$ cat config.mk
export PLATFORM = sky130hd
export DESIGN_NAME = uart_rx
export DESIGN_NICKNAME = d
export VERILOG_FILES = /design/src/rtl/uart_rx_pkg.sv /design/src/rtl/uart_rx_sync_2ff.sv /design/src/rtl/uart_rx.sv
export SDC_FILE = /design/constraint.sdc
export NUM_CORES = 1
export LEC_CHECK = 0
export CAP_MARGIN = 10
export CORE_ASPECT_RATIO = 0.5
export CORE_MARGIN = 4
export CORE_UTILIZATION = 32
export DETAILED_ROUTE_END_ITERATION = 8
export SETUP_SLACK_MARGIN = 0.05
export SYNTH_ARGS = -nofsm -noshare
export SYNTH_HDL_FRONTEND = slang
export SYNTH_SLANG_ARGS = --single-unit
$ cat constraint.sdc
create_clock -name clk -period 1.9 [get_ports clk]
set_input_delay 0.57 -clock clk [delete_from_list [all_inputs] [get_ports clk]]
set_output_delay 0.57 -clock clk [all_outputs]
set_load 0.02 [all_outputs]
$ cat src/rtl/uart_rx_pkg.sv
// Shared definitions for the UART receiver.
// Holds the receive FSM state encoding and the default frame/oversample
// constants used as parameter defaults by uart_rx.
package uart_rx_pkg;

  localparam int DEF_DATA_BITS  = 8;
  localparam int DEF_OVERSAMPLE = 16;
  localparam int DEF_STOP_TICKS = 16;

  typedef enum logic [1:0] {
    ST_IDLE  = 2'd0,
    ST_START = 2'd1,
    ST_DATA  = 2'd2,
    ST_STOP  = 2'd3
  } rx_state_e;

  // Width needed to count 0..val-1, never less than one bit.
  function automatic int cnt_width(input int val);
    return (val > 1) ? $clog2(val) : 1;
  endfunction

endpackage

$ cat src/rtl/uart_rx_sync_2ff.sv
// Two-flop synchronizer for a single asynchronous bit.
// Ports:
//   clk_i   - destination clock
//   reset_i - synchronous active-high reset, forces both flops to RESET_VAL
//   d_i     - asynchronous input
//   q_o     - synchronized output
module sync_2ff #(
  parameter logic RESET_VAL = 1'b1
) (
  input  logic clk_i,
  input  logic reset_i,
  input  logic d_i,
  output logic q_o
);

  logic meta_q;
  logic sync_q;

  // Two-stage resynchronization chain.
  always_ff @(posedge clk_i) begin
    if (reset_i) begin
      meta_q <= RESET_VAL;
      sync_q <= RESET_VAL;
    end else begin
      meta_q <= d_i;
      sync_q <= meta_q;
    end
  end

  assign q_o = sync_q;

endmodule

$ cat src/rtl/uart_rx.sv
// Oversampling UART receiver (LSB first, one start bit, configurable stop).
// Ports:
//   clk         - system clock, all state on rising edge
//   reset       - synchronous active-high reset
//   rx          - asynchronous serial line, idle high
//   tick        - oversample strobe, OVERSAMPLE strobes per bit period
//   dout        - last correctly framed word (FIFO write data)
//   done        - one-clk pulse per good frame (FIFO write)
//   framing_err - one-clk pulse when the stop bit was sampled low
module uart_rx
  import uart_rx_pkg::*;
#(
  parameter int DATA_BITS  = DEF_DATA_BITS,
  parameter int OVERSAMPLE = DEF_OVERSAMPLE,
  parameter int STOP_TICKS = DEF_STOP_TICKS
) (
  input  logic                 clk,
  input  logic                 reset,
  input  logic                 rx,
  input  logic                 tick,
  output logic [DATA_BITS-1:0] dout,
  output logic                 done,
  output logic                 framing_err
);

  localparam int SW = cnt_width((OVERSAMPLE > STOP_TICKS) ? OVERSAMPLE : STOP_TICKS);
  localparam int NW = cnt_width(DATA_BITS);

  localparam logic [SW-1:0] S_START_MID = SW'(OVERSAMPLE / 2 - 1);
  localparam logic [SW-1:0] S_BIT_END   = SW'(OVERSAMPLE - 1);
  localparam logic [SW-1:0] S_STOP_MID  = SW'(STOP_TICKS / 2 - 1);
  localparam logic [SW-1:0] S_STOP_END  = SW'(STOP_TICKS - 1);
  localparam logic [NW-1:0] N_LAST      = NW'(DATA_BITS - 1);

  logic                 rx_s;
  rx_state_e            state_q, state_d;
  logic [SW-1:0]        s_q, s_d;
  logic [NW-1:0]        n_q, n_d;
  logic [DATA_BITS-1:0] sh_q, sh_d;
  logic [DATA_BITS-1:0] dout_q, dout_d;
  logic                 stop_ok_q, stop_ok_d;
  logic                 done_q, done_d;
  logic                 ferr_q, ferr_d;

  sync_2ff #(.RESET_VAL(1'b1)) u_sync (
    .clk_i   (clk),
    .reset_i (reset),
    .d_i     (rx),
    .q_o     (rx_s)
  );

  // State, counters, datapath and output pulse registers.
  always_ff @(posedge clk) begin
    if (reset) begin
      state_q   <= ST_IDLE;
      s_q       <= '0;
      n_q       <= '0;
      sh_q      <= '0;
      dout_q    <= '0;
      stop_ok_q <= 1'b0;
      done_q    <= 1'b0;
      ferr_q    <= 1'b0;
    end else begin
      state_q   <= state_d;
      s_q       <= s_d;
      n_q       <= n_d;
      sh_q      <= sh_d;
      dout_q    <= dout_d;
      stop_ok_q <= stop_ok_d;
      done_q    <= done_d;
      ferr_q    <= ferr_d;
    end
  end

  // Next-state and frame resolution logic.
  always_comb begin
    state_d   = state_q;
    s_d       = s_q;
    n_d       = n_q;
    sh_d      = sh_q;
    dout_d    = dout_q;
    stop_ok_d = stop_ok_q;
    done_d    = 1'b0;
    ferr_d    = 1'b0;
    case (state_q)
      ST_IDLE: begin
        // Start detection does not wait for a tick, so a start edge seen on
        // the cycle we return here is taken on the very next clk.
        if (!rx_s) begin
          state_d = ST_START;
          s_d     = '0;
        end else begin
          state_d = ST_IDLE;
        end
      end
      ST_START: begin
        if (tick) begin
          if (s_q == S_START_MID) begin
            if (!rx_s) begin
              state_d = ST_DATA;
              s_d     = '0;
              n_d     = '0;
            end else begin
              // Line went high again before mid-start: treat as a glitch.
              state_d = ST_IDLE;
            end
          end else begin
            s_d = s_q + SW'(1);
          end
        end else begin
          state_d = ST_START;
        end
      end
      ST_DATA: begin
        if (tick) begin
          if (s_q == S_BIT_END) begin
            s_d  = '0;
            // LSB arrives first, so each new bit enters at the MSB.
            sh_d = DATA_BITS'({rx_s, sh_q} >> 1);
            if (n_q == N_LAST) begin
              state_d = ST_STOP;
            end else begin
              n_d = n_q + NW'(1);
            end
          end else begin
            s_d = s_q + SW'(1);
          end
        end else begin
          state_d = ST_DATA;
        end
      end
      ST_STOP: begin
        if (tick) begin
          if (s_q == S_STOP_END) begin
            state_d = ST_IDLE;
            s_d     = '0;
            if (stop_ok_q) begin
              dout_d = sh_q;
              done_d = 1'b1;
            end else begin
              ferr_d = 1'b1;
            end
          end else begin
            if (s_q == S_STOP_MID) begin
              stop_ok_d = rx_s;
            end else begin
              stop_ok_d = stop_ok_q;
            end
            s_d = s_q + SW'(1);
          end
        end else begin
          state_d = ST_STOP;
        end
      end
      default: begin
        state_d = ST_IDLE;
        s_d     = '0;
        n_d     = '0;
      end
    endcase
  end

  assign dout        = dout_q;
  assign done        = done_q;
  assign framing_err = ferr_q;

endmodule
== Yosys cells after proc, flatten, opt, wreduce, memory -nomap -nowiden ==
Index checks and enable logic that the tools add are counted.
Word-level totals
  bits in registers: 30
  bits in latches: 0
  RAM bits: 0
  bits in read-only memories: 0
  bits of input ports: 4
  output and inout port bits: 10
  word-level logic and storage cells: 67
  memories kept: 0
Operators by class
  add/sub/neg operators: 2
  multipliers: 0
  divide/modulo/power cells: 0
  $lt $le $gt $ge: 0
  equal/unequal tests: 17
  shift-type cells: 0
  multiplexer cells: 25
  bitwise operators: 3
  reductions and logical operators: 10
Operators by type and width (number)
  2-to-1 mux 4 bit: 5
  2-to-1 mux 3 bit: 6
  2-to-1 mux 2 bit: 8
  != test 2 bit, second input constant: 6
  != test 3 bit, second input constant: 4
  case mux 4 bit (3 select lines): 1
  AND reduction 4 bit: 3
  case mux 2 bit (4 select lines): 1
  AND reduction 7 bit: 1
  case mux 3 bit (2 select lines): 1
  adder 4 x 1 -> 4 bit, second input constant: 1
  == test 2 bit, second input constant: 2
  == test 4 x 3 -> 1 bit, second input constant: 1
  == test 4 bit, second input constant: 1
  OR reduction 4 bit: 1
  adder 3 x 1 -> 3 bit, second input constant: 1
  == test 3 bit, second input constant: 1
  2-to-1 mux 1 bit: 3
  inverter 1 bit: 3
  AND reduction 3 bit: 1
  == test 2 x 1 -> 1 bit, second input constant: 1
  zero test 2 bit: 1
  != test 2 x 1 -> 1 bit, second input constant: 1
  AND reduction 2 bit: 1
  other kinds (2): 2

== Longest topological paths before layout ==
Gate-level depths: netlist of the first run.
  depth in word-level cells: 5
  depth in mapped cells: 6

== Hierarchy ==
A second synthesis of the first run with hierarchy kept.
Unflattened totals
  cell total of the unflattened synthesis: 169
  area, all modules: 1470.2 µm²
By module, submodules not included
  uart_rx: times used 1, cells each 165, area each 1417.6 µm², sequential area each 560.5 µm²
  sync_2ff: times used 1, cells each 4, area each 52.6 µm², sequential area each 40.0 µm²

== Worst setup path after synthesis of the first run ==
No wires, ideal clock.
  kind: input-to-reg
  start: input port tick
  end: register dout_q[0], in the netlist dout[0]
  arrival: 1.509 ns
  path slack: 0.259 ns
  stages on the path: 6
  path through: buf_4 nand4_1 or2_2 buf_6 nand2_1 a21oi_1
Between the ends
  cells in the longest elaborated chain, start to end: 1
RTL lines
  start, declared: RTL line uart_rx.sv:20  | input logic tick,
  AND reduction 4 bit (no line)
  end signal, assigned: RTL line uart_rx.sv:68  | dout_q <= dout_d;
  end, declared: RTL line uart_rx.sv:40  | logic [DATA_BITS-1:0] dout_q, dout_d;
Every way passes these cells.
A chain may end at the register's enable or synchronous reset.

== Final worst setup path of the first run ==
  start: register dout_q[3], in the netlist dout[3]
  end: output port dout[3]
RTL lines
  end, declared: RTL line uart_rx.sv:21  | output logic [DATA_BITS-1:0] dout,
No word-level cell between the ends.

==> summary by stage, run 1 <==
Place
The quantity of I/O buffers inserted on ports is 13. The detailed-placement wirelength estimate is 1800 um. The congestion estimate from routability-driven global placement came to 0.884. At the placement stage, the worst setup path has a slack of -0.197 ns. The placed instance area is 0.00150 mm2.

STA
The achievable clock frequency is 556 MHz. The relative max-transition margin is 0.763. The final critical-path setup slack is 0.102 ns. Setup repair after global routing left no endpoint under its margin.

The setup violation total in the final timing report is 0. The minimum clock period after layout is 1.80 ns. At the pin with the least slew margin, the transition time is 0.355 ns. The clock skew after layout is 0.00208 ns. The max-slew violation count is 0. The number of hold-slack violations in the final timing report is 0. The final hold slack is 0.408 ns. The final worst-path cycle share is 0.946.

Worst setup path
At the worst endpoint, the arrival time is 1.23 ns. On the critical path, the stage with the largest delay is an instance of sky130_fd_sc_hd__clkdlybuf4s50_1. The worst register-to-register path ends at sh_q[2]$_SDFFE_PP0P_. The maximum single-stage delay on the critical path is 0.61 ns. The worst-path maximum fanout is 2. Counting both buffers and inverters, the worst setup path holds a total of 1. The cell family contributing the most delay on the critical path is buffers and inverters. The number of cells on the worst reg-to-reg path is 7. Traced cell by cell, the critical path runs through clkdlybuf4s50_1. For flop-to-flop paths, the worst setup slack is 0.28 ns. The startpoint class of the critical path is a flop.

The type of the setup path with the least slack is flop to output pin. STA classifies the critical path endpoint as an output pin. The endpoint required time on the critical path is 1.33 ns.

In this run the critical register-to-register path is launched from s_q[0]$_SDFFE_PP0P_.

Finish
In the final layout, the multi-input gates occupy 589 um2. The flip-flop and latch area is 601 um2. Of the cells placed in the final design, the portion with a size suffix greater than 1 is 0.154. Relative to the synthesized area, the layout overhead comes to 25.0%. The number of antenna diodes in the final layout is 0. After filler insertion, the fill cell instance count of the layout stands at 364. The area of all placed cells without fillers is 0.00159 mm2. The net count of the finished layout is 169.

Detailed routing
The average wire per standard cell is 12.4 um. The final routed DRC violation total is 0. For this block, the initial DRC count from the detailed router was 42. For this run, the detailed router's first-pass iteration total came to 4. The via count is 1025.

The detail route stage leaves a number of antenna-violating nets equal to 0. The total length of routed wires is 2630 um. After detailed routing, the number of vias per cell comes to 4.81.

Clocking
Counting every sink on the clock net gives 30. Clock latency on the worst-skew pair, taken at its later pin, is 0.28 ns. The buffer cell driving the clock tree root is sky130_fd_sc_hd__clkbuf_8.

Counting along the longest clock path gives a buffer depth of 2. The clock slew seen by the registers of the worst setup and hold paths is 0.06 ns. The TritonCTS clock tree is yes. Once the clock tree was built, the setup fixing pass inserted 0 buffers. Buffers inserted during clock tree synthesis total 5. In this run the number of H-tree levels came out at 2.

Run
Max-cap violations in this run came to 0.

Worst hold path
In this run the most critical hold path is launched from u_sync.meta_q$_SDFF_PP1_. Along the worst hold path, the cell count comes to 1. The path class of the tightest hold or removal check is flop to flop. For hold timing, the worst endpoint is u_sync.q_o$_SDFF_PP1_.

Floorplanning
For this configuration, the core starts out at a cell density of 0.350. 14 I/O pins were placed. The die covers 0.00510 mm2. The row count is 15.

The area of the core is 0.00362 mm2. From bottom edge to top edge, the die measures 52.5 um. The die width is 97.0 um.

Yosys
After synthesis the netlist holds a flip-flop and latch count of 30. In this run the cell area of the synthesized design comes to 0.00127 mm2. The sequential cell area fraction in the yosys report is 0.473. During synthesis, Yosys emitted a total of 0 warnings. The number of distinct library cells after synthesis is 34. The mean area per synthesized cell is 8.93 um2.

After technology mapping, the gate count stands at 142. The net count after synthesis is 149.

GRT
The total overflow left after global routing is 0. In the global route stage, overall resource usage came out at 0.115. The via count of the first global-routing pass is 996. The initial antenna violation count is 0. The wire length of the first global-routing pass is 4570 um. The pin count of the biggest net entering global routing is 28.

Power
For this design the static power due to leakage is 0.607 nW. For this design the ratio of total power to cell area is 734 mW/mm2. The highest ir drop seen on vdd is 0.000240 V.

Status
The run finished with clean final reports.
## registers in the layout (all words and copies together) (netlist names), 2 cells and up
name and cells:
state_q 2, sh_q 8, n_q 3, dout 8
s_q 4
## report_power, final
part / leakage [nW] / switching [mW] / total, mW / internal (mW)
combinational: 0.321 / 0.0276 / 0.0514 / 0.0238
sequential: 0.242 / 0.00570 / 0.640 / 0.634
clock: 0.0438 / 0.227 / 0.472 / 0.245
## worst max path at each step
stage	from	end	slack, ns	depth (start not counted)
after detailed placement	tick	sh_q[2]$_SDFFE_PP0P_	-0.20	7
after CTS	dout[5]$_SDFFE_PP0P_	dout[5]	0.07	1
after global placement	tick	sh_q[4]$_SDFFE_PP0P_	-0.24	7
final	dout[3]$_SDFFE_PP0P_	dout[3]	0.10	1
after floorplan	tick	dout[0]$_SDFFE_PP0P_	0.26	6
after global routing	dout[3]$_SDFFE_PP0P_	dout[3]	0.05	1
## cell usage after synthesis
master | count | area [um2]
sky130_fd_sc_hd__ha_1 | 3 | 37.5
sky130_fd_sc_hd__buf_2 | 2 | 10.0
sky130_fd_sc_hd__buf_4 | 2 | 15.0
sky130_fd_sc_hd__nor4_2 | 1 | 12.5
sky130_fd_sc_hd__a221oi_2 | 1 | 15.0
sky130_fd_sc_hd__o22ai_1 | 1 | 6.26
sky130_fd_sc_hd__a21o_1 | 1 | 7.51
sky130_fd_sc_hd__nor3_1 | 2 | 10.0
sky130_fd_sc_hd__a311oi_1 | 2 | 17.5
sky130_fd_sc_hd__a31oi_1 | 2 | 12.5
sky130_fd_sc_hd__nand2_1 | 20 | 75.1
sky130_fd_sc_hd__a22o_1 | 2 | 17.5
sky130_fd_sc_hd__nand4_1 | 2 | 12.5
sky130_fd_sc_hd__nand3b_1 | 1 | 7.51
sky130_fd_sc_hd__or2_2 | 4 | 25.0
sky130_fd_sc_hd__o221a_2 | 1 | 11.3
sky130_fd_sc_hd__o2bb2ai_1 | 1 | 8.76
sky130_fd_sc_hd__nand3_1 | 4 | 20.0
sky130_fd_sc_hd__inv_1 | 6 | 22.5
sky130_fd_sc_hd__clkbuf_1 | 3 | 11.3
sky130_fd_sc_hd__a211o_1 | 1 | 8.76
sky130_fd_sc_hd__nor4_1 | 1 | 6.26
sky130_fd_sc_hd__mux2_2 | 1 | 11.3
sky130_fd_sc_hd__or3_1 | 1 | 6.26
sky130_fd_sc_hd__nor2_1 | 20 | 75.1
sky130_fd_sc_hd__mux2i_1 | 9 | 90.1
sky130_fd_sc_hd__a21oi_1 | 11 | 55.1
sky130_fd_sc_hd__dfxtp_1 | 30 | 601
sky130_fd_sc_hd__buf_6 | 2 | 22.5
sky130_fd_sc_hd__o211ai_1 | 1 | 7.51
sky130_fd_sc_hd__and3_1 | 1 | 6.26
sky130_fd_sc_hd__a211oi_1 | 1 | 7.51
sky130_fd_sc_hd__nor3b_1 | 1 | 7.51
sky130_fd_sc_hd__o32ai_1 | 1 | 8.76
## per-stage QoR
step / util / instances / setup TNS, ns / total power, mW
2_1_floorplan: - / 142 / 0 / 0.683
3_3_place_gp: 0.413 / 206 / -3.67 / 0.704
3_5_place_dp: 0.413 / 206 / -3.48 / 0.705
4_1_cts: 0.435 / 213 / 0 / 1.18
5_1_grt: 0.438 / 213 / 0 / 1.22
6_report: 0.438 / 213 / 0 / 1.16
## per-layer routing
metal / GRT usage / share of wire / up-vias
met5: 0 / 0 / -
met4: 0.0490 / 0.0076 / 0
met3: 0.0412 / 0.046 / 3
met2: 0.172 / 0.43 / 16
met1: 0.150 / 0.52 / 477
li1: - / - / 529
## cells by family after synthesis
logic type,share of synthesized area
and+or+nand+nor,0.208
DFF,0.473
AOI/OAI and AO/OA,0.145
buffers and inverters,0.0641
muxes,0.0799
adders and majority gates,0.0296
## area by class of cell
cell class / instances / share of cell area
timing repair buffer: 22 / 0.145
sequential: 30 / 0.379
clock inverter: 2 / 0.00631
clock buffer: 5 / 0.0434
multi-input combinational: 97 / 0.372
inverter: 6 / 0.0142
tap: 51 / 0.0403
## cells in the final DEF, fill, tap and decap left out, drive strengths merged
master          n
mux2i           9
nand4           2
or3             1
nor3b           1
buf             9
nand2          20
a21o            1
o32ai           1
clkinv          2
mux2            1
inv             6
a211o           1
a31oi           2
dlymetal6s2s    3
a221oi          1
o211ai          1
a211oi          1
o2bb2ai         1
nand3           4
nor3            2
a21oi          11
clkbuf          5
or2             4
clkdlybuf4s50  10
nor4            2
nand3b          1
a311oi          2
dfxtp          30
o22ai           1
a22o            2
ha              3
and3            1
o221a           1
nor2           20
## timing repair
action                                  in CTS  in global routing
hold buffers                                 0                  0
resized for setup                            0                  4
endpoints found under the setup margin       0                 21
No activity file was read; power rests on OpenSTA's default activity.
==> run 2: changes to the inputs <==
Settings changed: DONT_BUFFER_PORTS set to 1, SYNTH_HIERARCHICAL set to 1.
==> summary by stage, run 2 <==
STA
The aggregate negative setup slack came to 0 ns (unchanged). The clock skew after layout is 0.00557 ns (was 0.00208 ns). The final worst-path cycle share is 0.862 (was 0.946).

The relative max-transition margin is 0.636 (was 0.763). The minimum clock period after layout is 1.64 ns (was 1.80 ns). The max-slew violation count is 0 (unchanged). The achievable clock frequency came to 611 MHz (was 556 MHz). RSZ-0062 raised after global routing: false (unchanged). The final hold slack is 0.362 ns (was 0.408 ns). The setup violation total in the final timing report came to 0 (unchanged). The transition time of the tightest slew-check pin came to 0.545 ns (was 0.355 ns). The number of hold-slack violations in the final timing report is 0 (unchanged).

GRT
The wire length of the first global-routing pass is 5640 um (was 4570 um). The overall routing resource usage is 0.117 (was 0.115). The initial antenna violation count came to 0 (unchanged). The via count of the first global-routing pass is 1204 (was 996).

The pin count of the biggest net entering global routing is 33 (was 28). The total global routing overflow was 0 (unchanged).

Yosys
The mux contribution to synthesized area is 0.0204 (was 0.0799). The number of distinct library cells after synthesis came to 46 (was 34). The area share of the leading cell type in the synthesized netlist came to 0.409 (was 0.473). The number of warnings printed during yosys synthesis is 6 (was 0).

The post-synthesis share of cell area spent on and, or, nand and nor gates is 0.265 (was 0.208). The library cell occupying the most area in the post-synthesis netlist is sky130_fd_sc_hd__dfxtp_1 (unchanged). The mean area per synthesized cell is 8.70 um2 (was 8.93 um2). The fraction of synthesized cell area in xor and xnor cells came to 0 (unchanged). The number of synthesized flops with an enable pin is 0 (unchanged). The synthesis-stage register bit count came to 30 (unchanged).

The largest family of logic cells by synthesized area is simple AND/OR/NAND/NOR gates (unchanged). The compound-gate portion of the synthesized area was 0.217 (was 0.145). The dominant cell by count in the synthesized netlist is sky130_fd_sc_hd__dfxtp_1 (unchanged). The post-synthesis share of cell area spent on full adders, half adders and majority gates is 0.0255 (was 0.0296).

The combined area of all synthesized cells is 0.00147 mm2 (was 0.00127 mm2). Cell types with the highest counts after synthesis: sky130_fd_sc_hd__dfxtp_1 (30), sky130_fd_sc_hd__a21oi_1 (21), sky130_fd_sc_hd__o21ai_0 (18) (was sky130_fd_sc_hd__dfxtp_1 (30), sky130_fd_sc_hd__nand2_1 (20), sky130_fd_sc_hd__nor2_1 (20)). The number of instances in the synthesized netlist is 169 (was 142). The predominant post-synthesis flop cell was sky130_fd_sc_hd__dfxtp_1 (unchanged).

The sequential cell area fraction in the yosys report was 0.409 (was 0.473). The net count after synthesis is 176 (was 149). The async set or reset register ratio after synthesis came to 0 (unchanged). Cell types occupying the most area after synthesis: sky130_fd_sc_hd__dfxtp_1 (41%), sky130_fd_sc_hd__a21oi_1 (7.1%), sky130_fd_sc_hd__o21ai_0 (6.1%) (was sky130_fd_sc_hd__dfxtp_1 (47%), sky130_fd_sc_hd__mux2i_1 (7.1%), sky130_fd_sc_hd__nand2_1 (5.9%)).

Power
The proportion of power drawn by flip-flops and latches was 0.537 (was 0.550). The internal power contribution was 0.940 mW (was 0.903 mW). The proportion of power drawn by combinational gates is 0.022 (was 0.044). The overall power consumption was 1.20 mW (was 1.16 mW).

The power density over cell area is 771 mW/mm2 (was 734 mW/mm2). The highest ir drop seen on vdd was 0.000241 V (was 0.000240 V). The switching share of total power was 0.219 (was 0.224). The cell leakage power is 0.511 nW (was 0.607 nW). The total net switching power is 0.264 mW (was 0.260 mW). The portion of total power attributed to the clock network came to 0.441 (was 0.406).

Clocking
The number of buffers added to fix hold violations after cts is 0 (unchanged). The buffer cell driving the clock tree root is sky130_fd_sc_hd__clkbuf_8 (unchanged). The TritonCTS clock tree is yes (unchanged). The number of buffers on the longest clock path is 2 (unchanged).

The total clock sinks is 30 (unchanged). The clock slew seen by the registers of the worst setup and hold paths is 0.07 ns (was 0.06 ns). The clock network latency to the later pin of the worst-skew pair is 0.28 ns (about the same). The number of levels in the clock H-tree was 2 (unchanged). The clock buffer count from CTS is 5 (unchanged).

Worst setup path
The type of element capturing the critical path is a flop (was output pin). The worst-path maximum fanout is 12 (was 2). The startpoint class of the critical path was a flop (unchanged). The type of the setup path with the least slack is flop to flop (was flop to output pin). The arrival time of the worst setup path is 1.79 ns (was 1.23 ns). The endpoint required time on the critical path is 2.06 ns (was 1.33 ns).

Floorplanning
The I/O pin total is 14 (unchanged). The overall die height is 55.9 um (was 52.5 um). The row count is 17 (was 15).

The initial cell density of the core is 0.332 (was 0.350). The area of the core is 0.00442 mm2 (was 0.00362 mm2). The floorplan die area was 0.00581 mm2 (was 0.00510 mm2).

The die width is 104 um (was 97.0 um).

Worst hold path
The kind of path behind the tightest hold check is input port to flop (was flop to flop).

Detailed routing
The final routed DRC violation total came to 0 (unchanged). The number of detailed-route iterations in the first pass was 4 (unchanged). The via count was 1236 (was 1025). The detailed router's first-iteration violation count is 65 (was 42). The via density per instance came to 5.62 (was 4.81). The total length of routed wires is 3160 um (was 2630 um). The count of antenna-violating nets left after detailed routing is 0 (unchanged). The average wire per standard cell came to 14.4 um (was 12.4 um).

Status
Run status: complete, no violations (unchanged).

Place
The routability congestion estimate from global placement is 0.768 (was 0.884). The detailed-placement wirelength estimate is 2160 um (was 1800 um). The quantity of I/O buffers inserted on ports came to 0 (was 13).

Run
The total of max-cap violations is 0 (unchanged).

Finish
The most frequent standard cell in the layout excluding fill and tap cells is sky130_fd_sc_hd__dfxtp_1 (unchanged). The area growth from synthesis to layout is 6.21% (was 25.0%). The total inserted antenna cells is 0 (unchanged). The total number of nets in the final design is 169 (unchanged).

Most used cells in the layout excluding fill and tap cells: sky130_fd_sc_hd__dfxtp_1 (30), sky130_fd_sc_hd__a21oi_1 (21), sky130_fd_sc_hd__o21ai_0 (18) (was sky130_fd_sc_hd__dfxtp_1 (30), sky130_fd_sc_hd__nor2_1 (20), sky130_fd_sc_hd__nand2_1 (20)). The share of cells above drive strength 1 was 0.123 (was 0.154).
==> run 2: cells by family (layout without fill, tap and decap cells) <==
logic type | Yosys count | in the layout
buffers and inverters | 17 | 11
AND/OR/NAND/NOR | 62 | 62
flip-flops | 30 | 30
adder cells (fa/ha/maj) | 3 | 3
AO/OA/AOI/OAI | 54 | 54
multiplexers | 3 | 3
==> run 2: metal layers <==
metal  part of all wire  track usage
met4              0.017       0.0530
met5                  0            0
met1               0.48        0.146
met3              0.039       0.0394
met2               0.46        0.184
==> run 2: per-stage QoR <==
| step | setup slack [ns] | area [um2] | utilization | instances |
|---|---|---|---|---|
| 5_1_grt | 0.0772 | 1560 | 0.353 | 220 |
| 6_report | 0.263 | 1560 | 0.353 | 220 |
| 2_1_floorplan | 0.474 | 1470 | - | 169 |
| 3_5_place_dp | 0.173 | 1460 | 0.330 | 211 |
| 4_1_cts | 0.159 | 1550 | 0.351 | 219 |
| 3_3_place_gp | 0.235 | 1460 | 0.330 | 211 |
==> run 2: final timing paths <==
| check | slack (ns) | depth (start not counted) | startpoint | end |
|---|---|---|---|---|
| min | 0.36 | 1 | reset | dout[3]$_SDFFE_PP0P_ |
| min reg2reg | 0.41 | 1 | u_sync/meta_q$_SDFF_PP1_ | u_sync/q_o$_SDFF_PP1_ |
| max | 0.26 | 4 | s_q[1]$_SDFFE_PP0P_ | n_q[1]$_SDFFE_PP0P_ |
| max reg2reg | 0.26 | 4 | s_q[1]$_SDFFE_PP0P_ | n_q[1]$_SDFFE_PP0P_ |
==> run 2: power by group through the flow <==
| stage | Sequential, mW | Combinational (mW) | Clock (mW) |
|---|---|---|---|
| after detailed placement | 0.660 | 0.0267 | 0 |
| final | 0.647 | 0.0266 | 0.531 |
| after global routing | 0.648 | 0.0294 | 0.584 |
| after floorplan | 0.653 | 0.0392 | 0 |
| after global placement | 0.660 | 0.0259 | 0 |
| after CTS | 0.646 | 0.0268 | 0.552 |
==> run 2: timing repair <==
item	4_1_cts	5_1_grt
setup buffers	0	1
setup endpoints to repair	0	12
resized for setup	0	0
==> run 2: critical path, stage by stage, from the launching register on <==
cell and delay, ns:
sky130_fd_sc_hd__dfxtp_1 0.42, sky130_fd_sc_hd__ha_1 0.39, sky130_fd_sc_hd__and3_2 0.36, sky130_fd_sc_hd__o21ai_1 0.19, sky130_fd_sc_hd__mux2i_1 0.15
==> run 2: cell type report <==
cell class / count / area, um2
multi-input combinational: 122 / 776
clock inverter: 2 / 12.5
clock buffer: 6 / 82.6
fill: 455 / 2860
tap: 57 / 71.3
inverter: 1 / 3.75
timing repair buffer: 2 / 15.0
sequential: 30 / 601
